--- src/rtl/pipeline_hazard_ctrl.sv ---
// pipeline_hazard_ctrl: stall/forward control for a 5-stage MIPS pipe with a memory-wait watchdog.
module pipeline_hazard_ctrl #(
  parameter int MAX_WAIT = 15,
  parameter int CNT_W    = 16
) (
  input  logic             clk,
  input  logic             reset,
  input  logic [4:0]       id_rs,
  input  logic [4:0]       id_rt,
  input  logic             id_uses_rt,
  input  logic [4:0]       ex_rd,
  input  logic             ex_regwrite,
  input  logic             ex_load,
  input  logic [4:0]       mem_rd,
  input  logic             mem_regwrite,
  input  logic [4:0]       wb_rd,
  input  logic             wb_regwrite,
  input  logic             mem_access,
  input  logic             mem_ready,
  input  logic             branch_taken,
  output logic             pc_le,
  output logic             if_id_le,
  output logic             id_ex_le,
  output logic             id_ex_nop,
  output logic             ex_mem_le,
  output logic             mem_wb_nop,
  output logic             pc_src_sel,
  output logic [1:0]       fwd_a,
  output logic [1:0]       fwd_b,
  output logic             mem_timeout,
  output logic [CNT_W-1:0] stall_count
);
  typedef enum logic [1:0] {RUN, MEM_WAIT, ERROR} state_t;
  state_t           r_state;
  logic [7:0]       r_wait_cnt;
  logic [CNT_W-1:0] r_stall_count;
  logic             r_mem_timeout;
  logic             w_hold;
  logic             w_lh;
  logic             w_err;
  // reset masks hazards so the pipe presents its free-running controls while held in reset
  assign w_hold = mem_access & ~mem_ready & ~reset;
  assign w_lh   = ex_load & ex_regwrite & (ex_rd != 5'd0) & ~reset &
                  ((ex_rd == id_rs) | (id_uses_rt & (ex_rd == id_rt)));
  assign w_err  = (r_state == ERROR);
  always_comb begin
    pc_le      = ~(w_err | w_hold | w_lh);
    if_id_le   = ~(w_err | w_hold | w_lh);
    id_ex_le   = ~(w_err | w_hold);
    ex_mem_le  = ~(w_err | w_hold);
    id_ex_nop  = w_err | (w_lh & ~w_hold);
    mem_wb_nop = w_err | w_hold;
    pc_src_sel = branch_taken & ~(w_err | w_hold | w_lh);
  end
  always_comb begin
    fwd_a = (id_rs == 5'd0) ? 2'b00 :
            (ex_regwrite & (ex_rd == id_rs) & ~ex_load) ? 2'b01 :
            (mem_regwrite & (mem_rd == id_rs)) ? 2'b10 :
            (wb_regwrite & (wb_rd == id_rs)) ? 2'b11 : 2'b00;
    fwd_b = (id_rt == 5'd0) ? 2'b00 :
            (ex_regwrite & (ex_rd == id_rt) & ~ex_load) ? 2'b01 :
            (mem_regwrite & (mem_rd == id_rt)) ? 2'b10 :
            (wb_regwrite & (wb_rd == id_rt)) ? 2'b11 : 2'b00;
  end
  always_ff @(posedge clk or posedge reset) begin
    if (reset) begin
      r_state       <= RUN;
      r_wait_cnt    <= 8'd0;
      r_stall_count <= '0;
      r_mem_timeout <= 1'b0;
    end else begin
      if (~pc_le && !w_err && ~&r_stall_count) r_stall_count <= r_stall_count + 1'b1;
      if (r_state == RUN) begin
        if (w_hold) begin
          r_state    <= MEM_WAIT;
          r_wait_cnt <= 8'd1;
        end
      end else if (r_state == MEM_WAIT) begin
        if (!w_hold) begin
          r_state    <= RUN;
          r_wait_cnt <= 8'd0;
        end else if (r_wait_cnt == 8'(MAX_WAIT)) begin
          r_state       <= ERROR;
          r_mem_timeout <= 1'b1;
        end else begin
          r_wait_cnt <= r_wait_cnt + 8'd1;
        end
      end
    end
  end
  assign mem_timeout = r_mem_timeout;
  assign stall_count = r_stall_count;
endmodule

--- config.mk ---
export PLATFORM = sky130hd
export DESIGN_NAME = pipeline_hazard_ctrl
export DESIGN_NICKNAME = d
export VERILOG_FILES = /design/src/rtl/pipeline_hazard_ctrl.sv
export SDC_FILE = /design/constraint.sdc
export NUM_CORES = 1
export LEC_CHECK = 0
export BUFFER_PORTS_ARGS = -buffer_cell sky130_fd_sc_hd__buf_2
export CAP_MARGIN = 10
export CORE_MARGIN = 2
export CORE_UTILIZATION = 51
export DETAILED_ROUTE_END_ITERATION = 16
export PLACE_DENSITY = 0.92
export SLEW_MARGIN = 30
export SYNTH_ARGS = -nofsm -noshare
export SYNTH_HDL_FRONTEND = slang
export SYNTH_SLANG_ARGS = --single-unit
--- constraint.sdc ---
create_clock -name clk -period 2.5 [get_ports clk]
set_input_delay 0.375 -clock clk [delete_from_list [all_inputs] [get_ports clk]]
set_output_delay 0.375 -clock clk [all_outputs]
set_load 0.01 [all_outputs]
==> results of run 1 <==
[final timing paths]
path	from	end	slack, ns	depth (start not counted)
worst min register to register	mem_timeout	mem_timeout	0.46	2
max in group asynchronous	reset	r_wait_cnt[6]	1.92	3
worst max register to register	r_wait_cnt[5]	r_wait_cnt[6]	0.44	6
min in group clk	mem_access	r_wait_cnt[4]	0.46	3
worst max-delay path	ex_rd[1]	id_ex_nop	0.36	6
worst min-delay path	reset	stall_count[1]	0.05	2
[Yosys cell counts, drive strengths merged]
| library cell | number | area (um2) |
|---|---|---|
| a211oi | 1 | 12.5 |
| a21oi | 5 | 28.8 |
| a31oi | 1 | 6.26 |
| and2 | 2 | 12.5 |
| and3 | 8 | 50.1 |
| and3b | 1 | 8.76 |
| and4b | 1 | 10.0 |
| buf | 3 | 26.3 |
| clkbuf | 1 | 13.8 |
| dfrtp | 27 | 676 |
| ha | 2 | 25.0 |
| inv | 5 | 18.8 |
| mux2 | 1 | 11.3 |
| mux2i | 1 | 10.0 |
| nand2 | 10 | 37.5 |
| nand2b | 4 | 25.0 |
| nand3 | 14 | 70.1 |
| nand3b | 1 | 20.0 |
| nand4 | 4 | 25.0 |
| nor2 | 19 | 78.8 |
| nor2b | 3 | 18.8 |
| nor3 | 7 | 40.0 |
| nor3b | 1 | 18.8 |
| nor4 | 5 | 31.3 |
| nor4b | 1 | 8.76 |
| o2111a | 1 | 11.3 |
| o21a | 1 | 7.51 |
| o21ai | 14 | 81.3 |
| o21bai | 1 | 7.51 |
| o31ai | 4 | 30.0 |
| o41ai | 1 | 8.76 |
| or2 | 2 | 12.5 |
| or3 | 2 | 18.8 |
| or4 | 4 | 30.0 |
| xnor2 | 15 | 131 |
| xor2 | 30 | 263 |
[metrics by stage]
stage | total power, W | worst slack [ns] | utilization, %
5_1_grt | 0.00113 | 0.284 | 63.0
3_3_place_gp | 0.000809 | 0.394 | 61.7
6_report | 0.00107 | 0.364 | 63.0
3_5_place_dp | 0.000823 | 0.396 | 61.7
4_1_cts | 0.00108 | 0.383 | 63.0
2_1_floorplan | 0.000700 | 0.483 | -
[power by group]
group          switching, W  internal (W)  total (W)
logic              0.000153      0.000129   0.000282
registers         0.0000552      0.000478   0.000533
clock network      0.000142      0.000113   0.000256
[per-layer routing]
layer | share of wire, % | wire length [um] | vias to the layer above
met2 | 49 | 2230 | 66
met3 | 6.5 | 294 | 6
met1 | 43 | 1970 | 819
met4 | 1.1 | 49 | 0
met5 | 0 | 0 | -
li1 | - | - | 842
[cell type report]
| cell class | count | area (um2) | area share (%) |
|---|---|---|---|
| inverter | 5 | 18.8 | 0.826 |
| sequential | 27 | 676 | 29.7 |
| tap | 48 | 60.1 | 2.64 |
| multi-input combinational | 167 | 1150 | 50.7 |
| clock buffer | 3 | 41.3 | 1.82 |
| timing repair buffer | 63 | 318 | 14.0 |
| clock inverter | 1 | 7.51 | 0.330 |
[flip-flops by register name, indices dropped and copies added (netlist names)]
signal / flops
r_wait_cnt: 8
r_state: 2
stall_count: 16
mem_timeout: 1
[kinds of logic (layout without fill, tap and decap cells)]
family,Yosys count,count (layout),share of synthesized area [%]
flip-flops,27,27,35.8
buffers and inverters,9,72,3.12
adder cells (fa/ha/maj),2,2,1.33
AND/OR/NAND/NOR,89,89,27.4
multiplexers,2,2,1.13
AO/OA/AOI/OAI,29,29,10.3
XOR/XNOR,45,45,20.9
[worst register-to-register path: cells and delay by family (launching register included)]
kind            cells  cell delay [ns]
flops               1             0.44
compound gates      2             0.20
simple gates        4             1.32
==> results.yml, run 1 <==
cts:
  cts_resized: 0
  clk-insertion-delay-late_ns: 0.28
  cts_inserted_buffers: 3
  ctsHoldBuffers: 0
  htreeDepth: 1
  root_buffer: "clkbuf_8"
  cts_tree: "done"
  clk_transition_reported_paths_ns: 0.10
  clock_sink_count: 27
  post_cts_buffers: 0
  cts.path.max_buffers: 2
sta:
  final-hold-violation-count: 0
  skew_ns: 0.00479
  max_freq_mhz: 468
  finalMaxSlewViolations: 0
  unrepaired_setup_endpoints_after_global_routing: "no"
  whs_ns: 0.0459
  totalNegativeSetupSlack_ns: 0
  setup_viol: 0
  worst_slew_margin_rel_pct: 75.1
  period_minus_slack_ns: 2.14
  worst_pin_slew_ns: 0.373
  final_min_period_over_clock_period_pct: 85.5
finish:
  mostFrequentLayoutCells: "buf_2 (62), xor2_1 (30), dfrtp_1 (27)"
  fill_cells: 309
  fin_cells: 314
  fin_nets: 304
  area_growth_pct: 20.5
  layout_commonest_cell: "buf_2"
  stdcell_area_um2: 2270
  antenna_cells: 0
  drive_above_1_share_pct: 30.8
worst_setup_path:
  kind_of_end_point_of_the_critical_path: "primary output"
  timing.critical_path.from_type: "input port"
  cp_slowest_cell: "or4_1"
  max_stage_delay_ns: 0.52
  timing.setup.critical_path_class: "input port to primary output"
  crit_path_frequent_cell: "buf_2"
  worst-endpoint-arrival_ns: 1.76
  cp_data_required_time_ns: 2.12
  crit_buf_inv: 2
  critical_path.cell_chain: "buf_2, or4_1, o2111a_1, o21ai_2, o21ai_0, buf_2"
  cpLargestDelayFamily: "compound AO/OA/AOI/OAI gates"
  timing.critical_path.fanout_max: 4
die:
  die_h_um: 64.8
  fp.coreArea_um2: 3610
  fp.dieW_um: 64.8
  start_util_pct: 52.3
  dieArea_um2: 4200
  num_rows: 22
  i_o_pin_cnt: 63
synth:
  ys_types: 45
  synthesis.area_um2: 1890
  syn_inst: 203
  synth_fp_nets: 240
  synth.yosys.warnings: 0
  yosysSeqAreaShare_pct: 35.8
  ys_ff_latch: 27
  syn_avg_cell_area_um2: 9.29
min_path:
  hold_path_class: "input port to async pin"
job:
  max_cap_violations: 0
routing:
  wirelength_um: 4550
  drt_drc_violations_left: 0
  avgViaCountPerCell: 5.52
  num_vias: 1733
  routed_wire_length_per_instance_um: 14.5
  antenna_violating_nets_post_route: 0
  initialDrtViolationCount: 79
  drt-pass1-iter-count: 4
global_routing:
  gr-usage-met1_pct: 27.9
  grt_pass1_wl_um: 7290
  antenna_found_initial: 0
  grt_busiest_layer: "met2"
  use_met3_pct: 2.60
  largest_net_degree_at_the_start_of_global_routing: 20
  number_of_global_route_vias_before_repair: 1645
  gr-total-overflow: 0
  grt_usage_pct: 21.9
  grtUsageMet2_pct: 39.3
placement:
  place_area_um2: 2220
  gp_congestion: 0.922
  placedCellCount: 310
  io_buffer_count: 62
  dp_hpwl_um: 3540
status:
  status: "finished clean"
power_and_ir_drop:
  vdd_ir_drop_max_mv: 0.387
  total_power_density_per_cell_area_nw_per_um2: 471
  p_leak_nw: 1.12
(Power assumes the default switching activity.)
==> inputs of run 2 (changes only) <==
--- a/config.mk
+++ b/config.mk
@@ -11,6 +11,7 @@
 export CORE_UTILIZATION = 51
 export DETAILED_ROUTE_END_ITERATION = 16
 export PLACE_DENSITY = 0.92
+export RECOVER_POWER = 25
 export SLEW_MARGIN = 30
 export SYNTH_ARGS = -nofsm -noshare
 export SYNTH_HDL_FRONTEND = slang
==> run 2 against run 1 <==
Sequential share of layout area is 0.066 points higher. Final cell count stayed put. Combinational power hardly changed. First-iteration DRC count is 8.9% lower. Via count is 0.17% lower. Largest cell class unchanged. Register-to-register slack hardly changed. Hold slack better by 0.091 ns. Highest routed layer unchanged. Sequential power hardly changed.
==> results.yml, run 2 (synthesized netlist as in run 1, its figures left out) <==
status:
  status: "finished clean"
finish:
  area_growth_pct: 20.2
  drive_above_1_share_pct: 29.7
  fin_nets: 304
  layout_commonest_cell: "buf_2"
  mostFrequentLayoutCells: "buf_2 (61), xor2_1 (30), dfrtp_1 (27)"
  antenna_cells: 0
  largest_reg_flops: 16
worst_setup_path:
  cp.depth: 6
  timing.critical_path.fanout_max: 4
  rr_worst_depth: 6
  max_stage_delay_ns: 0.52
  reg2reg_to: "r_wait_cnt[6]"
  regToRegStartpoint: "r_wait_cnt[5]"
  timing.critical_path.from_type: "input port"
  cp_slowest_cell: "or4_1"
  worst-endpoint-arrival_ns: 1.76
  worst_setup_path_endpoint: "id_ex_nop"
  cpLargestDelayFamily: "compound AO/OA/AOI/OAI gates"
  timing.setup.critical_path_class: "input port to primary output"
  kind_of_end_point_of_the_critical_path: "primary output"
  timing.reg2reg.setup_slack_ns: 0.44
  crit_buf_inv: 2
  crit_path_frequent_cell: "buf_2"
  critical_path.cell_chain: "buf_2, or4_1, o2111a_1, o21ai_2, o21ai_0, buf_2"
  timing.critical_path.from: "ex_rd[1]"
  cp_data_required_time_ns: 2.12
routing:
  avgViaCountPerCell: 5.51
  routed_wire_length_per_instance_um: 14.4
  num_vias: 1730
  drt_drc_violations_left: 0
  initialDrtViolationCount: 72
  wirelength_um: 4530
  antenna_violating_nets_post_route: 0
  drt-pass1-iter-count: 4
sta:
  whs_ns: 0.137
  period_minus_slack_ns: 2.14
  finalMaxSlewViolations: 0
  unrepaired_setup_endpoints_after_global_routing: "no"
  skew_ns: 0.00333
  final-hold-violation-count: 0
  worst_slew_margin_rel_pct: 33.1
  final_min_period_over_clock_period_pct: 85.5
  totalNegativeSetupSlack_ns: 0
  worst_pin_slew_ns: 1.00
  setup_viol: 0
  max_freq_mhz: 468
power_and_ir_drop:
  swShare_pct: 32.7
  p_int_w: 0.000719
  pwr-share-comb_pct: 26.4
  power.net_switching_w: 0.000349
  vdd_ir_drop_max_mv: 0.386
  p_leak_nw: 1.12
  power_frac_clock_pct: 23.8
  sequential_power_share_pct: 49.9
  total_power_density_per_cell_area_nw_per_um2: 471
cts:
  clk-insertion-delay-late_ns: 0.27
  cts_tree: "done"
  post_cts_buffers: 0
  clock_sink_count: 27
  htreeDepth: 1
  clk_transition_reported_paths_ns: 0.09
  cts.path.max_buffers: 2
  root_buffer: "clkbuf_8"
  cts_inserted_buffers: 3
  ctsHoldBuffers: 0
  cts_resized: 0
placement:
  gp_congestion: 0.922
  io_buffer_count: 62
  dp_hpwl_um: 3540
min_path:
  hold_path_class: "input port to async pin"
die:
  fp.coreArea_um2: 3610
  start_util_pct: 52.3
  i_o_pin_cnt: 63
  num_rows: 22
  die_h_um: 64.8
  dieArea_um2: 4200
  fp.dieW_um: 64.8
job:
  max_cap_violations: 0
global_routing:
  antenna_found_initial: 0
  grt_usage_pct: 21.9
  largest_net_degree_at_the_start_of_global_routing: 20
  number_of_global_route_vias_before_repair: 1645
  grt_pass1_wl_um: 7290
  gr-total-overflow: 0
-- run 2: cell types whose count changed in the layout (fill, tap and decap cells not counted) --
cell	previous run	this run
inv_2	2	1
clkbuf_1	0	2
buf_2	62	61
buf_4	1	0
inv_1	3	4
-- run 2: layout make-up --
| class | instances | area [um2] |
|---|---|---|
| fillers | 306 | 1340 |
| clock buffers | 3 | 41.3 |
| repair buffers | 63 | 313 |
| well taps | 48 | 60.1 |
| clock inverters | 1 | 7.51 |
| flip-flops and latches | 27 | 676 |
| multi-input cells | 167 | 1150 |
| inverters | 5 | 18.8 |
-- run 2: metrics by stage --
| step | cells | setup WS [ns] | util (%) | power, W | instance area [um2] |
|---|---|---|---|---|---|
| global route | 314 | 0.284 | 62.9 | 0.00113 | 2270 |
| global placement | 310 | 0.394 | 61.7 | 0.000809 | 2220 |
| CTS | 314 | 0.383 | 63.0 | 0.00108 | 2270 |
| floorplan | 203 | 0.483 | - | 0.000700 | 1890 |
| detailed placement | 310 | 0.396 | 61.7 | 0.000823 | 2220 |
| finish | 314 | 0.363 | 62.9 | 0.00107 | 2270 |
-- run 2: metal layers --
layer | track usage, % | share of wire [%]
met1 | 27.9 | 43
met3 | 2.60 | 6.2
met4 | 5.85 | 1.1
met2 | 39.3 | 49
met5 | 0 | 0
-- run 2: worst min path at each step --
stage          start        endpoint  cells past startpoint
4_1_cts        reset  stall_count[1]                      2
2_1_floorplan  reset     mem_timeout                      1
3_5_place_dp   reset   r_wait_cnt[0]                      2
5_1_grt        reset  stall_count[1]                      2
6_report       reset  stall_count[2]                      2
3_3_place_gp   reset   r_wait_cnt[0]                      2
-- run 2: worst register-to-register path: stages, from the launching register on --
cell and delay [ns]:
dfrtp_1 0.44, or4_1 0.56, or3_4 0.42, nor2_4 0.11, or2_1 0.23, o21ai_0 0.13
o41ai_1 0.07
-- run 2: power by group through the flow --
stage                     combinational, W  clock (W)  sequential, W
final                             0.000282   0.000254       0.000533
after global routing              0.000311   0.000281       0.000542
after global placement            0.000271          0       0.000538
after detailed placement          0.000282          0       0.000541
after CTS                         0.000285   0.000262       0.000533
after floorplan                   0.000151          0       0.000548
==> inputs of run 3 (changes only) <==
==> constraint.sdc (replaced) <==
create_clock -name clk -period 2.23 [get_ports clk]
set_input_delay 0.3345 -clock clk [delete_from_list [all_inputs] [get_ports clk]]
set_output_delay 0.3345 -clock clk [all_outputs]
set_load 0.01 [all_outputs]
==> run 3 against run 2 <==
First-iteration DRC count fell by 2.8%. Final cell count did not move. Die area did not move. Count of clock-buffer cells in the layout did not move. Sequential power rose by 12%. Register-to-register slack got worse by 0.27 ns. Clock skew rose by 0.0025 ns. Clock power rose by 13%. Setup slack got worse by 0.19 ns. Combinational power rose by 13%.
==> results.yml, run 3 (synthesized netlist as in run 1, its figures left out) <==
status:
  status: "finished clean"
finish:
  fill_cells: 317
  drive_above_1_share_pct: 29.7
  antenna_cells: 0
  largest_reg_flops: 16
  fin_nets: 304
  multi_input_area_um2: 1150
  regArea_um2: 676
  layout_commonest_cell: "buf_2"
  stdcell_area_um2: 2270
  fin_cells: 314
  layout.core_utilization_pct: 62.9
  mostFrequentLayoutCells: "buf_2 (61), xor2_1 (30), dfrtp_1 (27)"
  area_growth_pct: 20.2
placement:
  placedCellCount: 310
  gp_congestion: 0.914
  dp_hpwl_um: 3570
  place_area_um2: 2220
  io_buffer_count: 62
die:
  num_rows: 22
  dieArea_um2: 4200
  start_util_pct: 52.3
  fp.dieW_um: 64.8
  fp.coreArea_um2: 3610
  i_o_pin_cnt: 63
  die_h_um: 64.8
worst_setup_path:
  rr_worst_depth: 6
  timing.critical_path.from_type: "flop"
  cp_data_required_time_ns: 2.40
  timing.critical_path.from: "r_wait_cnt[0]"
  worst_setup_path_endpoint: "r_wait_cnt[6]"
  worst-endpoint-arrival_ns: 2.23
  timing.critical_path.fanout_max: 5
  timing.reg2reg.setup_slack_ns: 0.17
  timing.setup.critical_path_class: "flop to flop"
  kind_of_end_point_of_the_critical_path: "flop"
  reg2reg_to: "r_wait_cnt[6]"
  regToRegStartpoint: "r_wait_cnt[0]"
sta:
  worst_pin_slew_ns: 1.41
  unrepaired_setup_endpoints_after_global_routing: "no"
  skew_ns: 0.00586
  period_minus_slack_ns: 2.06
  final_min_period_over_clock_period_pct: 92.4
  final-hold-violation-count: 0
  max_freq_mhz: 485
  finalMaxSlewViolations: 0
  totalNegativeSetupSlack_ns: 0
  whs_ns: 0.416
  worst_slew_margin_rel_pct: 5.94
  setup_viol: 0
cts:
  cts.path.max_buffers: 2
  clock_sink_count: 27
  post_cts_buffers: 0
  cts_inserted_buffers: 3
  ctsHoldBuffers: 0
  root_buffer: "clkbuf_8"
  cts_resized: 0
  clk-insertion-delay-late_ns: 0.28
  htreeDepth: 1
  clk_transition_reported_paths_ns: 0.09
  cts_tree: "done"
power_and_ir_drop:
  p_leak_nw: 1.12
  power_frac_clock_pct: 23.8
  swShare_pct: 32.8
  p_int_w: 0.000806
  vdd_ir_drop_max_mv: 0.540
  sequential_power_share_pct: 49.6
  pwr-share-comb_pct: 26.5
  total_power_density_per_cell_area_nw_per_um2: 530
  power.net_switching_w: 0.000394
routing:
  initialDrtViolationCount: 70
  routed_wire_length_per_instance_um: 14.3
  antenna_violating_nets_post_route: 0
  num_vias: 1743
  drt-pass1-iter-count: 4
  avgViaCountPerCell: 5.55
  drt_drc_violations_left: 0
  wirelength_um: 4500
global_routing:
  largest_net_degree_at_the_start_of_global_routing: 28
  antenna_found_initial: 0
  gr-total-overflow: 0
  number_of_global_route_vias_before_repair: 1601
  grt_pass1_wl_um: 7130
  grt_usage_pct: 21.6
job:
  max_cap_violations: 0
min_path:
  hold_path_class: "input port to flop"
-- run 3: metal layers --
layer,up-vias,global-route usage [%],wire length (um)
met1,827,27.5,1880
met3,9,2.78,316
met4,0,7.71,88
met2,64,37.5,2210
li1,843,-,-
met5,-,0,0
-- run 3: worst max-delay path, cell delays in order, from the launching register on --
cell and delay (ns):
dfrtp_1 0.43, ha_1 0.25, nand3_1 0.18, or3_4 0.20
nor2_4 0.04, or3_2 0.54, o41ai_1 0.32
-- run 3: through the flow --
| stage | setup WS [ns] | total power, W |
|---|---|---|
| 3_5_place_dp | 0.193 | 0.000923 |
| 2_1_floorplan | 0.294 | 0.000785 |
| 6_report | 0.169 | 0.00120 |
| 3_3_place_gp | 0.195 | 0.000909 |
| 5_1_grt | 0.0247 | 0.00127 |
| 4_1_cts | 0.168 | 0.00121 |
-- run 3: layout make-up --
cell class / count / area share, %
Clock buffer: 3 / 1.82
Tap cell: 48 / 2.65
Clock inverter: 1 / 0.331
Timing Repair Buffer: 63 / 13.8
Sequential cell: 27 / 29.8
Inverter: 5 / 0.828
Multi-Input combinational cell: 167 / 50.8
-- run 3: power groups by stage --
stage	sequential, W	combinational, W	clock, W
finish	0.000596	0.000319	0.000286
global route	0.000602	0.000351	0.000315
CTS	0.000595	0.000322	0.000295
detailed placement	0.000605	0.000318	0
global placement	0.000604	0.000305	0
floorplan	0.000615	0.000170	0
-- run 3: worst min path at each step --
stage                      startpoint               to  slack (ns)  depth (start not counted)
after floorplan                 reset      mem_timeout        0.25                          1
after global routing       mem_access    r_wait_cnt[4]        0.41                          3
after detailed placement  mem_timeout      mem_timeout        0.48                          2
after CTS                       reset  stall_count[12]        0.21                          3
after global placement    mem_timeout      mem_timeout        0.45                          2
final                      mem_access    r_wait_cnt[4]        0.42                          3
